File: config.mk
export PLATFORM = sky130hd
export DESIGN_NAME = mul_pipe
export DESIGN_NICKNAME = d
export VERILOG_FILES = /design/src/rtl/mul_pipe_pkg.sv /design/src/rtl/mul_csa_tree.sv /design/src/rtl/mul_pipe.sv
export SDC_FILE = /design/constraint.sdc
export NUM_CORES = 2
export LEC_CHECK = 0
export ABC_AREA = 1
export ABC_CLOCK_PERIOD_IN_PS = 59100
export CAP_MARGIN = 20
export CORE_ASPECT_RATIO = 0.9
export CORE_UTILIZATION = 49
export CTS_BUF_LIST = sky130_fd_sc_hd__clkbuf_4 sky130_fd_sc_hd__clkbuf_8
export DETAILED_ROUTE_END_ITERATION = 8
export PLACE_DENSITY = 0.77
export SYNTH_ARGS = -nofsm -noshare
export SYNTH_HDL_FRONTEND = slang
export SYNTH_SLANG_ARGS = --single-unit
export TNS_END_PERCENT = 30
File: constraint.sdc
create_clock -name clk -period 59.1 [get_ports clk]
set_input_delay 11.82 -clock clk [delete_from_list [all_inputs] [get_ports clk]]
set_output_delay 11.82 -clock clk [all_outputs]
set_load 0.01 [all_outputs]
File: src/rtl/mul_pipe_pkg.sv
`default_nettype none
// +--------------------------------------------------------------------+
// | mul_pipe_pkg : shared opcodes and CSA stage-partitioning helpers    |
// | Revision     : 1.0                                                  |
// +--------------------------------------------------------------------+
package mul_pipe_pkg;

  localparam int MUL_DEFAULT_WIDTH = 32;

  typedef enum logic [1:0] {
    MUL_OP_MUL  = 2'b00,
    MUL_OP_MADD = 2'b01,
    MUL_OP_MSUB = 2'b10,
    MUL_OP_RSVD = 2'b11
  } mul_op_e;

  // Partial-product rows are split evenly over the LATENCY-1 tree stages;
  // with LATENCY=1 the single combinational stage takes every row.
  function automatic int csa_rows_per_stage(input int width, input int latency);
    int groups;
    groups = (latency > 1) ? latency - 1 : 1;
    return (width + groups - 1) / groups;
  endfunction

  function automatic int csa_rows_in_stage(input int width, input int latency, input int stage);
    int per;
    int rem;
    per = csa_rows_per_stage(width, latency);
    rem = width - stage * per;
    if (rem > per) rem = per;
    if (rem < 0)   rem = 0;
    return rem;
  endfunction

endpackage
`default_nettype wire

File: src/rtl/mul_csa_tree.sv
`default_nettype none
// +--------------------------------------------------------------------+
// | mul_csa_tree : partial products for rows ROW_LO..ROW_LO+ROW_CNT-1   |
// |                folded into a running sum/carry pair with 3:2 CSAs   |
// | Revision     : 1.0                                                  |
// +--------------------------------------------------------------------+
module mul_csa_tree
  import mul_pipe_pkg::*;
#(
  parameter int WIDTH   = MUL_DEFAULT_WIDTH,
  parameter int ROW_LO  = 0,
  parameter int ROW_CNT = WIDTH
) (
  input  logic [2*WIDTH-1:0] a_ext,
  input  logic [ROW_CNT-1:0] b_bits,
  input  logic [ROW_CNT-1:0] row_neg,
  input  logic [2*WIDTH-1:0] in_sum,
  input  logic [2*WIDTH-1:0] in_carry,
  output logic [2*WIDTH-1:0] out_sum,
  output logic [2*WIDTH-1:0] out_carry
);

  localparam int PW = 2 * WIDTH;

  for (genvar i = 0; i < ROW_CNT; i++) begin : g_row
    logic [PW-1:0] shifted;
    logic [PW-1:0] pp;
    logic [PW-1:0] s_in;
    logic [PW-1:0] c_in;
    logic [PW-1:0] s_out;
    logic [PW-1:0] c_out;

    // A negated row is one's complement here; its +1 enters as the initial carry.
    assign shifted = a_ext << (ROW_LO + i);
    assign pp      = b_bits[i] ? (row_neg[i] ? ~shifted : shifted) : '0;

    if (i == 0) begin : g_first
      assign s_in = in_sum;
      assign c_in = in_carry;
    end else begin : g_chain
      assign s_in = g_row[i-1].s_out;
      assign c_in = g_row[i-1].c_out;
    end

    assign s_out = s_in ^ c_in ^ pp;
    assign c_out = ((s_in & c_in) | (s_in & pp) | (c_in & pp)) << 1;
  end

  assign out_sum   = g_row[ROW_CNT-1].s_out;
  assign out_carry = g_row[ROW_CNT-1].c_out;

endmodule
`default_nettype wire

File: src/rtl/mul_pipe.sv
`default_nettype none
// +--------------------------------------------------------------------+
// | mul_pipe : pipelined MUL/MADD/MSUB with valid/ready, flush and tag  |
// | Revision : 1.0                                                      |
// +--------------------------------------------------------------------+
module mul_pipe
  import mul_pipe_pkg::*;
#(
  parameter int WIDTH   = MUL_DEFAULT_WIDTH,
  parameter int LATENCY = 3,
  parameter int TAG_W   = 5
) (
  input  logic               clk,
  input  logic               resetn,
  input  logic               flush,
  input  logic               in_valid,
  output logic               in_ready,
  input  logic [WIDTH-1:0]   in_a,
  input  logic [WIDTH-1:0]   in_b,
  input  logic               in_signed,
  input  logic [1:0]         in_op,
  input  logic [2*WIDTH-1:0] in_acc,
  input  logic [TAG_W-1:0]   in_tag,
  output logic               out_valid,
  input  logic               out_ready,
  output logic [2*WIDTH-1:0] out_result,
  output logic [TAG_W-1:0]   out_tag
);

  localparam int PW   = 2 * WIDTH;
  localparam int ROWS = csa_rows_per_stage(WIDTH, LATENCY);

  logic               stall;
  logic               advance;
  logic [LATENCY-1:0] r_vld;
  logic [PW-1:0]      in_aext;
  logic [PW-1:0]      in_carry0;
  logic [PW-1:0]      fin_sum;
  logic [PW-1:0]      fin_carry;
  logic [PW-1:0]      fin_acc;
  logic [1:0]         fin_op;
  logic [TAG_W-1:0]   fin_tag;
  logic [PW-1:0]      prod;
  logic [PW-1:0]      result_d;

  assign stall     = out_valid & ~out_ready;
  assign advance   = ~stall;
  assign in_ready  = ~stall;
  assign out_valid = r_vld[LATENCY-1];

  // Signed mode: top multiplier row has weight -2^(WIDTH-1), so it is negated.
  assign in_aext   = in_signed ? {{WIDTH{in_a[WIDTH-1]}}, in_a} : {{WIDTH{1'b0}}, in_a};
  assign in_carry0 = PW'(in_signed & in_b[WIDTH-1]);

  if (LATENCY == 1) begin : g_comb
    logic [WIDTH-1:0] neg;

    for (genvar i = 0; i < WIDTH; i++) begin : g_neg
      assign neg[i] = (i == WIDTH - 1) ? in_signed : 1'b0;
    end

    mul_csa_tree #(
      .WIDTH   (WIDTH),
      .ROW_LO  (0),
      .ROW_CNT (WIDTH)
    ) u_tree (
      .a_ext     (in_aext),
      .b_bits    (in_b),
      .row_neg   (neg),
      .in_sum    ('0),
      .in_carry  (in_carry0),
      .out_sum   (fin_sum),
      .out_carry (fin_carry)
    );

    assign fin_op  = in_op;
    assign fin_acc = in_acc;
    assign fin_tag = in_tag;
  end else begin : g_pipe
    for (genvar k = 0; k < LATENCY - 1; k++) begin : g_stage
      localparam int LO   = k * ROWS;
      localparam int CNT  = csa_rows_in_stage(WIDTH, LATENCY, k);
      localparam bit LAST = (k == LATENCY - 2);

      logic [PW-1:0]       src_aext;
      logic [WIDTH-LO-1:0] src_b;
      logic                src_sgn;
      logic [1:0]          src_op;
      logic [PW-1:0]       src_acc;
      logic [TAG_W-1:0]    src_tag;
      logic [PW-1:0]       src_sum;
      logic [PW-1:0]       src_carry;
      logic [CNT-1:0]      neg;
      logic [PW-1:0]       nxt_sum;
      logic [PW-1:0]       nxt_carry;
      logic [PW-1:0]       r_sum;
      logic [PW-1:0]       r_carry;
      logic [PW-1:0]       r_acc;
      logic [1:0]          r_op;
      logic [TAG_W-1:0]    r_tag;

      if (k == 0) begin : g_src_in
        assign src_aext  = in_aext;
        assign src_b     = in_b;
        assign src_sgn   = in_signed;
        assign src_op    = in_op;
        assign src_acc   = in_acc;
        assign src_tag   = in_tag;
        assign src_sum   = '0;
        assign src_carry = in_carry0;
      end else begin : g_src_reg
        assign src_aext  = g_stage[k-1].g_fwd.r_aext;
        assign src_b     = g_stage[k-1].g_fwd.r_b;
        assign src_sgn   = g_stage[k-1].g_fwd.r_sgn;
        assign src_op    = g_stage[k-1].r_op;
        assign src_acc   = g_stage[k-1].r_acc;
        assign src_tag   = g_stage[k-1].r_tag;
        assign src_sum   = g_stage[k-1].r_sum;
        assign src_carry = g_stage[k-1].r_carry;
      end

      for (genvar i = 0; i < CNT; i++) begin : g_neg
        assign neg[i] = (LO + i == WIDTH - 1) ? src_sgn : 1'b0;
      end

      mul_csa_tree #(
        .WIDTH   (WIDTH),
        .ROW_LO  (LO),
        .ROW_CNT (CNT)
      ) u_tree (
        .a_ext     (src_aext),
        .b_bits    (src_b[CNT-1:0]),
        .row_neg   (neg),
        .in_sum    (src_sum),
        .in_carry  (src_carry),
        .out_sum   (nxt_sum),
        .out_carry (nxt_carry)
      );

      always_ff @(posedge clk) begin
        if (advance) begin
          r_sum   <= nxt_sum;
          r_carry <= nxt_carry;
          r_acc   <= src_acc;
          r_op    <= src_op;
          r_tag   <= src_tag;
        end
      end

      // Only stages that still have rows downstream forward the operands.
      if (!LAST) begin : g_fwd
        logic [PW-1:0]           r_aext;
        logic [WIDTH-LO-CNT-1:0] r_b;
        logic                    r_sgn;

        always_ff @(posedge clk) begin
          if (advance) begin
            r_aext <= src_aext;
            r_b    <= src_b[WIDTH-LO-1:CNT];
            r_sgn  <= src_sgn;
          end
        end
      end
    end

    assign fin_sum   = g_stage[LATENCY-2].r_sum;
    assign fin_carry = g_stage[LATENCY-2].r_carry;
    assign fin_acc   = g_stage[LATENCY-2].r_acc;
    assign fin_op    = g_stage[LATENCY-2].r_op;
    assign fin_tag   = g_stage[LATENCY-2].r_tag;
  end

  always_comb begin
    prod = fin_sum + fin_carry;
    case (fin_op)
      MUL_OP_MADD: result_d = fin_acc + prod;
      MUL_OP_MSUB: result_d = fin_acc - prod;
      default:     result_d = prod;
    endcase
  end

  always_ff @(posedge clk) begin
    if (!resetn) begin
      r_vld <= '0;
    end else if (flush) begin
      r_vld <= '0;
    end else if (advance) begin
      r_vld <= (r_vld << 1) | LATENCY'(in_valid);
    end
  end

  always_ff @(posedge clk) begin
    if (!resetn) begin
      out_result <= '0;
      out_tag    <= '0;
    end else if (advance) begin
      out_result <= result_d;
      out_tag    <= fin_tag;
    end
  end

endmodule
`default_nettype wire

### Yosys cells after proc, flatten, opt, wreduce, memory -nomap -nowiden

Cells that the tools add are included.

* flip-flop bits (word level): 533
* latch bits: 0
* RAM bits: 0
* bits in read-only memories: 0
* output and inout port bits: 71
* word-level logic and storage cells: 283
* memories: 0

* add/subtract/negate cells: 3
* multipliers: 0
* div/mod/pow operators: 0
* magnitude comparators: 0
* equality and inequality tests: 2
* shift-type cells: 0
* multiplexer cells: 35
* bitwise logic cells: 226
* reduce and logical (&&, ||, !) cells: 1

Operators with widths (number)
* AND 63 bit: 93
* XOR 64 bit: 62
* bitwise OR 63 bit: 62
* 2-to-1 mux 64 bit: 34
* adder 64 bit: 2
* one-hot mux 64 bit (2 select lines): 1
* NOT 64 bit: 1
* subtractor 64 bit: 1
* XOR 1 x 64 -> 64 bit: 1
* AND 1 x 63 -> 63 bit: 1
* NOT 1 bit: 3
* bitwise OR 3 x 1 -> 3 bit: 1
* AND 1 bit: 2
* equality test 2 x 1 -> 1 bit (second input constant): 1
* equality test 2 bit (second input constant): 1
* OR reduction 2 bit: 1

### Depth between registers and ports, before layout

* word-level depth: 49
* mapped depth: 43

### By module

A second synthesis with hierarchy kept.

* cell total of the unflattened synthesis: 10566
* area total of the unflattened synthesis: 92653.9 sq um

Modules (own cells, without submodules)
* mul_csa_tree at g_pipe.g_stage[0].u_tree: instances 1, cells an instance 3880, area each 33156.8 sq um, seq. area each 0.0 sq um
* mul_csa_tree at g_pipe.g_stage[1].u_tree: instances 1, cells an instance 3235, area each 30210.2 sq um, seq. area each 0.0 sq um
* mul_pipe: instances 1, cells an instance 3451, area each 29286.8 sq um, seq. area each 14894.3 sq um

### Least setup slack after synthesis

Ideal clock, no wire load.

* path kind: input to output
* start: input port out_ready
* end: output port in_ready
* arrival time: 23.228 ns
* required time: 47.280 ns
* slack: 24.052 ns
* stages: 4
* path buffers: 2
* path through: nor2_1 -> inv_1 -> clkbuf_1 -> clkbuf_1

* cells in the longest elaborated chain, start to end: 3

Ends and longest elaborated chain
* from (decl): line mul_pipe.sv:25 `input logic out_ready,`
* NOT 1 bit: line mul_pipe.sv:46 `assign stall = out_valid & ~out_ready;`
* AND 1 bit: line mul_pipe.sv:46
* NOT 1 bit: line mul_pipe.sv:48 `assign in_ready = ~stall;`
* to (decl): line mul_pipe.sv:17 `output logic in_ready,`

No other way between the ends.

### Worst setup path after layout

Ends and elaborated chain as after synthesis.

==> summary.md <==
| Metric | Value |
|---|---|
| P&R area growth vs syn | 9.14% |
| Clock sink count | 472 |
| Die Area | between 100000 and 150000 sq um |
| Hold Path Class | register to register |
| CP max stage delay | between 700 and 800 ps |
| FF+latch count, synth | 472 |
| WP data required | ~47000 ps |
| Critical path capture point type | output pin |
| Vias in the first global route | approximately 43000 |
| Die width | about 360 microns |
| Commonest cells post-synth | nand2_1, inv_1, fa_1 |
| DRT Pass-1 Iters | 8 |
| Ys async rst share | 0% |
| Critical Path AT | approximately 14000 ps |
| Initial antenna violation count | 2 |
| Post-route ant nets | 0 |
| Worst-margin pin slew | about 1200 ps |
| Unrepaired setup endpoints after global routing | no |
| Filler cell count | 10120 |
| Wire per inst | 16.5 microns |
| Max transition margin | 19.8% |
| Crit path launch type | input pin |
| CTS resizes | 0 |
| Setup TNS | 0 ps |
| Cts hold-fix bufs | 0 |
| Max-capacitance violation count | 0 |
| Area of the core | approximately 110000 sq um |
| DR iter-0 viols | 2664 |
| Post-Syn Area | between 50000 and 60000 sq um |
| Yosys cell types | 56 |
| Remaining Overflow, GRT | 0 |
| Slowest cell on the critical path | nor2_2 |
| Final critical-path share of the clock period | 43.7% |
| Sequential area share after synthesis | between 20 and 25% |
| Max Clk Rate | roughly 39 MHz |
| Post-synth EDFFs | 400 |
| Clock transition at path regs | roughly 60 ps |
| GRT Util Overall | about a quarter |
| First-pass GRT wire length | 221000 microns |
| Final setup viols | 0 |
| I/O Pins | 212 |
| CP startpoint | out_ready |
| Top Family by Delay on Critical Path | buffers and inverters |
| Die Y | 323 microns |
| Synth Flop Type | edfxtp_1 |
| Initial Util | 49.5% |
| Cells along the critical path | clkdlybuf4s50_1 > nor2_2 > inv_8 > clkdlybuf4s50_1 |
| WL final | roughly 130000 microns |
| Top-count cell post-synth | nand2_1 |
| Ranking of synthesized cells by area | fa_1, edfxtp_1, nand2_1 |
| Max Slew Vio Count | 0 |
| Final Skew | 46.9 ps |
| Top cell type by total area after synthesis | fa_1 |
| Crit path buf inv count | 3 |
| DR vias | 41042 |
| DR vias/cell | 5.09 |
| Area share of the largest cell type after synthesis | between 30% and 40% |
| R2R Path Start | g_pipe.g_stage[0].g_fwd.r_aext[46] |
| Cells after Synth | roughly 6500 |
| CTS root buffer | clkbuf_8 |
| Largest net degree at the start of global routing | 174 |
| Syn_nets | 7804 |
| Mean Syn Cell Area | around 8.6 sq um |
| Min-Delay Startpoint | g_pipe.g_stage[0].r_acc[57] |
| H-Tree Depth | 3 |
| Syn. warnings | 0 |
| Post-CTS Setup Inserts | 0 |
| Share of layout cells above drive strength 1 | 4.54% |
| Tmin final | 25840 ps |
| GPL Wtd Cong | 0.988 |
| Clk buf depth | 3 |
| CP most frequent cell | clkdlybuf4s50_1 |
| # DRC | 0 |
| # port buffers | around 210 |
| CTS tree | yes |
| CTS Buf Count | 79 |
| Final #Nets | a little under 8000 |
| Type of the worst setup path | input pin to output pin |
| Max Fanout on Critical Path | between 70 and 80 |
| Status | finished, final reports clean |
| Row cnt | around 120 |
| Dpl hpwl | between 100000 and 150000 microns |
| Later-pin clock latency in the skew report | 780 ps |
| Final Hold Vio Count | 0 |
-- flip-flops by register name, summed over array words and instances, names as in the netlist, 3 cells and up --
name and flops:
fin_acc 64, fin_sum 64, g_pipe.g_stage.r_acc 64, out_result 64
fin_carry 63, g_pipe.g_stage.r_sum 48, g_pipe.g_stage.g_fwd.r_aext 33, g_pipe.g_stage.r_carry 33
g_pipe.g_stage.g_fwd.r_b 16, fin_tag 5, g_pipe.g_stage.r_tag 5, out_tag 5
r_vld 3
-- cell type report --
type | count | area (sq um) | share of cell area [%]
Clock buffer | 114 | 1380 | 2.26
Antenna cell | 5 | 12.5 | 0.0205
Timing Repair Buffer | 255 | 2570 | 4.21
Multi-Input combinational cell | 4408 | 36500 | 59.8
Inverter | 1290 | 4850 | 7.94
Sequential cell | 472 | 13500 | 22.0
Clock inverter | 32 | 448 | 0.733
Tap cell | 1487 | 1860 | 3.05
-- cell families after synthesis --
family / count (synthesis) / synth area share, %
simple gates: 2714 / 19.6
buf+inv: 1600 / 10.7
fa+ha+maj: 1183 / 39.7
flops: 472 / 24.0
compound gates: 409 / 4.27
xor+xnor: 102 / 1.60
-- layer usage --
metal	GRT usage, %	wire length, microns
met4	5.22	2470
met2	42.7	66500
met5	0	0
met3	2.88	5680
met1	31.5	58400
-- worst paths after layout --
path	to	slack [ps]	cells past startpoint
worst max-delay path	in_ready	33260	4
worst min-delay path	fin_acc[57]	410	0
worst max register to register	fin_sum[62]	49750	22
worst min register to register	fin_acc[57]	410	0
-- cell usage in the layout (no fill, tap or decap), drive strengths merged, types with 42 or more instances in the layout --
cell,synthesis,final
o211ai,43,43
fa,991,991
nand3,147,147
clkbuf,298,114
a21oi,149,149
clkdlybuf4s50,0,210
buf,12,45
edfxtp,400,400
nand2,2032,2032
o21ai,130,130
nor2,400,400
dfxtp,72,72
nand4,42,42
xor2,78,78
inv,1287,1292
ha,192,192
-- stage by stage --
stage	std cells	util [%]	cell area [sq um]	worst slack, ps	hold WS (ps)
after floorplan	6480	-	56000	24050	400
after global placement	7906	52.2	59100	33210	401
after detailed placement	7906	52.2	59100	33190	405
after CTS	8052	53.8	60900	33180	412
after global routing	8062	54.0	61100	33150	416
final	8063	54.0	61100	33260	411
Power is not shown: default switching activity piles up to over one toggle a cycle in this logic, so the estimate is an artifact.
